**config.mk**
```make
export PLATFORM = sky130hd
export DESIGN_NAME = dmem_responder_flat
export DESIGN_NICKNAME = d
export VERILOG_FILES = /design/src/rtl/dmem_if.sv /design/src/rtl/dmem_responder.sv /design/src/flat_wrapper.sv
export SDC_FILE = /design/constraint.sdc
export NUM_CORES = 1
export LEC_CHECK = 0
export BUFFER_PORTS_ARGS = -buffer_cell sky130_fd_sc_hd__buf_2
export CORE_UTILIZATION = 50
export DETAILED_ROUTE_END_ITERATION = 16
export PLACE_DENSITY = 0.71
export SLEW_MARGIN = 20
export SYNTH_ARGS = -nofsm -noshare
export SYNTH_HDL_FRONTEND = slang
export SYNTH_SLANG_ARGS = --single-unit
```
**constraint.sdc**
```tcl
create_clock -name clk -period 2.7 [get_ports clk]
set_input_delay 0.54 -clock clk [delete_from_list [all_inputs] [get_ports clk]]
set_output_delay 0.54 -clock clk [all_outputs]
set_load 0.01 [all_outputs]
```
**src/rtl/dmem_if.sv**
```systemverilog
// Data-memory access bus between the datapath (master) and a memory responder (slave).
// Request and response channels each use a valid/ready handshake.
interface dmem_if;
  localparam int unsigned ADDR_W = 16;
  localparam int unsigned DATA_W = 16;

  logic              req_valid;
  logic              req_ready;
  logic              req_write;
  logic [ADDR_W-1:0] req_addr;
  logic [DATA_W-1:0] req_wdata;
  logic              rsp_valid;
  logic              rsp_ready;
  logic [DATA_W-1:0] rsp_rdata;
  logic              rsp_err;

  modport master (
    output req_valid, req_write, req_addr, req_wdata, rsp_ready,
    input  req_ready, rsp_valid, rsp_rdata, rsp_err
  );

  modport slave (
    input  req_valid, req_write, req_addr, req_wdata, rsp_ready,
    output req_ready, rsp_valid, rsp_rdata, rsp_err
  );
endinterface

```
**src/rtl/dmem_responder.sv**
```systemverilog
// Wait-state data memory responder: one outstanding load/store, range-checked addresses.
// Optional macro DMEM_ALIGN_CHECK_EN also flags odd byte addresses as errors.
module dmem_responder #(
  parameter int unsigned ADDR_W      = 3,
  parameter int unsigned WAIT_CYCLES = 2
) (
  input logic   clk,
  input logic   reset,
  dmem_if.slave bus
);
  localparam int unsigned DEPTH  = 2 ** ADDR_W;
  localparam int unsigned DATA_W = 16;
  localparam int unsigned BADDR_W = 16;
  localparam int unsigned CNT_W  = 4;

  typedef enum logic [1:0] {
    S_IDLE = 2'd0,
    S_WAIT = 2'd1,
    S_RESP = 2'd2
  } state_t;

  state_t              state_q, state_d;
  logic [CNT_W-1:0]    cnt_q, cnt_d;
  logic                cap_write_q, cap_write_d;
  logic [BADDR_W-1:0]  cap_addr_q, cap_addr_d;
  logic [DATA_W-1:0]   cap_wdata_q, cap_wdata_d;
  logic                req_ready_q, req_ready_d;
  logic                rsp_valid_q, rsp_valid_d;
  logic [DATA_W-1:0]   rsp_rdata_q, rsp_rdata_d;
  logic                rsp_err_q, rsp_err_d;
  logic [DATA_W-1:0]   mem_q [DEPTH];
  logic                mem_we;
  logic [ADDR_W-1:0]   word_idx;
  logic                out_of_range;
  logic                misaligned;
  logic                access_err;

  assign word_idx     = cap_addr_q[ADDR_W:1];
  // Full 15-bit word index compared unsigned, so high addresses never alias low words.
  assign out_of_range = 32'(cap_addr_q[BADDR_W-1:1]) >= DEPTH;

`ifdef DMEM_ALIGN_CHECK_EN
  assign misaligned = cap_addr_q[0];
`else
  logic unused_addr_lsb;
  assign unused_addr_lsb = cap_addr_q[0];
  assign misaligned      = 1'b0;
`endif

  assign access_err = out_of_range | misaligned;

  // Next-state and next-output logic.
  always_comb begin
    state_d     = state_q;
    cnt_d       = cnt_q;
    cap_write_d = cap_write_q;
    cap_addr_d  = cap_addr_q;
    cap_wdata_d = cap_wdata_q;
    rsp_valid_d = rsp_valid_q;
    rsp_rdata_d = rsp_rdata_q;
    rsp_err_d   = rsp_err_q;
    mem_we      = 1'b0;

    unique case (state_q)
      S_IDLE: begin
        if (bus.req_valid) begin
          cap_write_d = bus.req_write;
          cap_addr_d  = bus.req_addr;
          cap_wdata_d = bus.req_wdata;
          cnt_d       = CNT_W'(WAIT_CYCLES);
          state_d     = S_WAIT;
        end
      end
      S_WAIT: begin
        // Counter at zero means the wait states are spent: this edge commits.
        if (cnt_q != '0) begin
          cnt_d = cnt_q - CNT_W'(1);
        end else begin
          if (access_err) begin
            rsp_rdata_d = '0;
            rsp_err_d   = 1'b1;
          end else if (cap_write_q) begin
            mem_we      = 1'b1;
            rsp_rdata_d = '0;
          end else begin
            rsp_rdata_d = mem_q[word_idx];
          end
          rsp_valid_d = 1'b1;
          state_d     = S_RESP;
        end
      end
      S_RESP: begin
        if (bus.rsp_ready) begin
          rsp_valid_d = 1'b0;
          rsp_err_d   = 1'b0;
          state_d     = S_IDLE;
        end
      end
      default: state_d = S_IDLE;
    endcase

    req_ready_d = (state_d == S_IDLE);
  end

  // State and output registers.
  always_ff @(posedge clk) begin
    if (reset) begin
      state_q     <= S_IDLE;
      cnt_q       <= '0;
      cap_write_q <= 1'b0;
      cap_addr_q  <= '0;
      cap_wdata_q <= '0;
      req_ready_q <= 1'b1;
      rsp_valid_q <= 1'b0;
      rsp_rdata_q <= '0;
      rsp_err_q   <= 1'b0;
    end else begin
      state_q     <= state_d;
      cnt_q       <= cnt_d;
      cap_write_q <= cap_write_d;
      cap_addr_q  <= cap_addr_d;
      cap_wdata_q <= cap_wdata_d;
      req_ready_q <= req_ready_d;
      rsp_valid_q <= rsp_valid_d;
      rsp_rdata_q <= rsp_rdata_d;
      rsp_err_q   <= rsp_err_d;
    end
  end

  // Storage array; reset wins over a same-edge commit.
  always_ff @(posedge clk) begin
    if (reset) begin
      for (int unsigned i = 0; i < DEPTH; i++) mem_q[i] <= '0;
    end else if (mem_we) begin
      mem_q[word_idx] <= cap_wdata_q;
    end
  end

  assign bus.req_ready = req_ready_q;
  assign bus.rsp_valid = rsp_valid_q;
  assign bus.rsp_rdata = rsp_rdata_q;
  assign bus.rsp_err   = rsp_err_q;
endmodule

```
**src/flat_wrapper.sv**
```systemverilog
// flat-port wrapper written by rule: the top's interface ports become plain ports
module dmem_responder_flat 
#(
  parameter int unsigned ADDR_W      = 3,
  parameter int unsigned WAIT_CYCLES = 2
)
  (clk, reset, bus_req_valid, bus_req_write, bus_req_addr, bus_req_wdata, bus_rsp_ready, bus_req_ready, bus_rsp_valid, bus_rsp_rdata, bus_rsp_err);
  dmem_if bus_i ();
  input logic clk;
  input logic reset;
  input wire logic [$bits(bus_i.req_valid)-1:0] bus_req_valid;
  input wire logic [$bits(bus_i.req_write)-1:0] bus_req_write;
  input wire logic [$bits(bus_i.req_addr)-1:0] bus_req_addr;
  input wire logic [$bits(bus_i.req_wdata)-1:0] bus_req_wdata;
  input wire logic [$bits(bus_i.rsp_ready)-1:0] bus_rsp_ready;
  output wire logic [$bits(bus_i.req_ready)-1:0] bus_req_ready;
  output wire logic [$bits(bus_i.rsp_valid)-1:0] bus_rsp_valid;
  output wire logic [$bits(bus_i.rsp_rdata)-1:0] bus_rsp_rdata;
  output wire logic [$bits(bus_i.rsp_err)-1:0] bus_rsp_err;
  assign bus_i.req_valid = bus_req_valid;
  assign bus_i.req_write = bus_req_write;
  assign bus_i.req_addr = bus_req_addr;
  assign bus_i.req_wdata = bus_req_wdata;
  assign bus_i.rsp_ready = bus_rsp_ready;
  assign bus_req_ready = bus_i.req_ready;
  assign bus_rsp_valid = bus_i.rsp_valid;
  assign bus_rsp_rdata = bus_i.rsp_rdata;
  assign bus_rsp_err = bus_i.rsp_err;
  dmem_responder #(.ADDR_W(ADDR_W), .WAIT_CYCLES(WAIT_CYCLES)) u_core (.clk(clk), .reset(reset), .bus(bus_i));
endmodule
```
==> impl_metrics.env <==
export IMPL_cts_tree="yes"
export IMPL_synth_edf_count=128
export IMPL_synth_top_flop_cell="edfxtp_1"
export IMPL_finalCritPeriodShare_pct=95.1
export IMPL_antenna_cells=0
export IMPL_core_area_um2=15300
export IMPL_final_layout_size_suffix_gt1_share_pct=26.2
export IMPL_ys_seq_area_share_pct=64.2
export IMPL_yosysUniqueCellTypes=36
export IMPL_dp_final_hpwl_um=10900
export IMPL_rows=45
export IMPL_power_density_nw_per_um2=709
export IMPL_slowest_stage="or4_4"
export IMPL_synth_top_area_share_pct=48.9
export IMPL_synth_seq_cells=188
export IMPL_r2r_start="u_core.cnt_q[0]"
export IMPL_rsz0062_at_grt="no"
export IMPL_drv_cap=0
export IMPL_layout_cells_non_filler=890
export IMPL_crit_type="flop to flop"
export IMPL_setup_tns_ps=0
export IMPL_globalplace_congestion=0.777
export IMPL_finalNetCount=705
export IMPL_cp_startpoint="u_core.cnt_q[0]"
export IMPL_fin_crit_ps=2570
export IMPL_cts_sinks=188
export IMPL_dr_pass1_iters=7
export IMPL_synth_avg_cell_area_um2=13.1
export IMPL_grt_overflow=0
export IMPL_syn_inst=601
export IMPL_cp_data_required_time_ps=2770
export IMPL_cp_max_fo=16
export IMPL_antenna_found_initial=0
export IMPL_final_core_util_pct=59.8
export IMPL_critPathCaptureType="flop"
export IMPL_portBuffers=54
export IMPL_synth_async_reset_ratio_pct=0
export IMPL_drc=0
export IMPL_fin_area_um2=9120
export IMPL_hp_class="primary input to flop"
export IMPL_synth_area_leader_cell="edfxtp_1"
export IMPL_grt_start_max_net_pins=51
export IMPL_drt_initial_drc_count=429
export IMPL_wl_um=17400
export IMPL_yosys_warnings=0
export IMPL_p_leak_nw=3.32
export IMPL_htree_levels=4
export IMPL_netlist_top_cells_area="edfxtp_1 (49%), dfxtp_1 (15%), mux4_2 (9.2%)"
export IMPL_hp_start="bus_req_addr[7]"
export IMPL_grt_pass1_vias=5078
export IMPL_postCtsHoldBufs=0
export IMPL_grt_pass1_wl_um=27300
export IMPL_relSlewSlack_pct=62.9
export IMPL_cts_setup_buffers=0
export IMPL_worstPathArrival_ps=2640
export IMPL_cts_clk_slew_worst_paths_ps=60
export IMPL_hold_viol_final=0
export IMPL_placed_cells=858
export IMPL_cp_slowest_stage_delay_ps=520
export IMPL_vias_per_cell=5.54
export IMPL_wl_per_cell_um=19.5
export IMPL_synth_common_cells="edfxtp_1 (128), nand2_1 (87), nor2_1 (70)"
export IMPL_syn_area_um2=7860
export IMPL_track_usage_pct=23.2
export IMPL_placed_area_um2=8500
export IMPL_synth_net_count=640
export IMPL_synth_most_common_cell="edfxtp_1"
export IMPL_timing_fmax_ghz=0.389
export IMPL_worstPathCellList="inv_1, ha_1, or3b_2, or4_4, nor2_4, or2_2"
export IMPL_clk_latency_ps=430
export IMPL_drtAntennaViolNets=0
export IMPL_clock_skew_ps=7.23
export IMPL_die_area_um2=16200
export IMPL_cts_buffer_depth=2
export IMPL_start_util_pct=51.5
export IMPL_status="finished, final reports clean"
export IMPL_slew_viol_final=0
export IMPL_die_width_um=127
export IMPL_ios=56
export IMPL_setup_viol=0
export IMPL_ctsRootBufferMaster="clkbuf_16"
export IMPL_die_height_um=127
export IMPL_cts_buffers_inserted=17
export IMPL_cts_resized=0
export IMPL_worst_setup_path_start_kind="flop"
export IMPL_syn_to_final_growth_pct=16.0
export IMPL_max_slew_worst_pin_slew_ps=555
export IMPL_vdd_drop_max_v=0.000479
export IMPL_via_count=4932
-- worst paths after layout --
check                          to  slack (ps)  cells after the start
max            u_core.mem_q[6][3]         130                      6
min          u_core.cap_addr_q[7]         340                      3
min reg2reg  u_core.cap_addr_q[9]         470                      2
max reg2reg    u_core.mem_q[6][3]         130                      6
-- logic make-up (layout without fill, tap and decap cells) --
group           count (synthesis)  in the layout  share of synthesized area (%)
simple gates                  257            257                           16.4
compound gates                 66             66                           5.28
buf+inv                        39            117                           2.31
mux                            47             47                           11.3
flops                         188            188                           64.2
xor+xnor                        2              2                          0.223
fa+ha+maj                       2              2                          0.318
-- layer usage --
metal	track usage [%]	up-vias	share of wire, %
met4	9.94	0	2.0
met1	29.7	2433	41
met5	0	-	0
met3	4.77	28	6.0
li1	-	2285	-
met2	38.7	186	51
-- cells in the final DEF, fill, tap and decap left out, types with 3 or more instances in the layout --
cell type  Yosys  layout
mux2_2        15      15
a211oi_1       4       4
mux4_2        32      32
a21oi_1       37      37
buf_12         0       5
nor2_4         4       4
and2_1        64      64
a22o_1        16      16
dfxtp_1       60      59
nor3_1         3       3
inv_1          4       4
or2_2          4       4
nand2_1       87      87
edfxtp_1     128     128
clkbuf_8       0       3
clkbuf_16      0      21
buf_2          4      54
buf_4          0      22
nand4b_1       3       3
nor2_1        70      70
o21ai_0        3       3
o21bai_1       5       5
nor4_2         3       3
-- stage by stage --
| stage | total power, W | worst slack, ps | hold slack (ps) |
|---|---|---|---|
| 6_report | 0.00646 | 132 | 338 |
| 2_1_floorplan | 0.00376 | 140 | 446 |
| 3_5_place_dp | 0.00399 | 144 | 460 |
| 4_1_cts | 0.00649 | 131 | 319 |
| 5_1_grt | 0.00668 | 70.8 | 333 |
| 3_3_place_gp | 0.00396 | 234 | 453 |
-- layout make-up --
type / instances / area, µm²
multi-input cells: 374 / 2640
inverters: 4 / 15.0
repair buffers: 81 / 536
clock inverters: 6 / 40.0
clock buffers: 26 / 577
flip-flops and latches: 188 / 5050
well taps: 211 / 264
fillers: 1210 / 6140
-- sequential cells by signal, summed over array words and instances (netlist names), named ones only --
name,count
u_core.bus.req_ready,1
u_core.bus.rsp_err,1
u_core.bus.rsp_rdata,16
u_core.bus.rsp_valid,1
u_core.cap_addr_q,15
u_core.cap_wdata_q,16
u_core.cap_write_q,1
u_core.cnt_q,4
u_core.mem_q,128
u_core.state_q,2
-- power by group --
group          switching, W  internal, W
clock network       0.00105      0.00148
registers          0.000105      0.00320
logic              0.000341     0.000278
-- worst max-delay path, delay by kind of cell (launching register included) --
family / cells / cell delay, ps
DFF: 1 / 340
buffers and inverters: 1 / 100
adders and majority gates: 1 / 180
and+or+nand+nor: 4 / 1570
No activity file was read; power rests on OpenSTA's default activity.
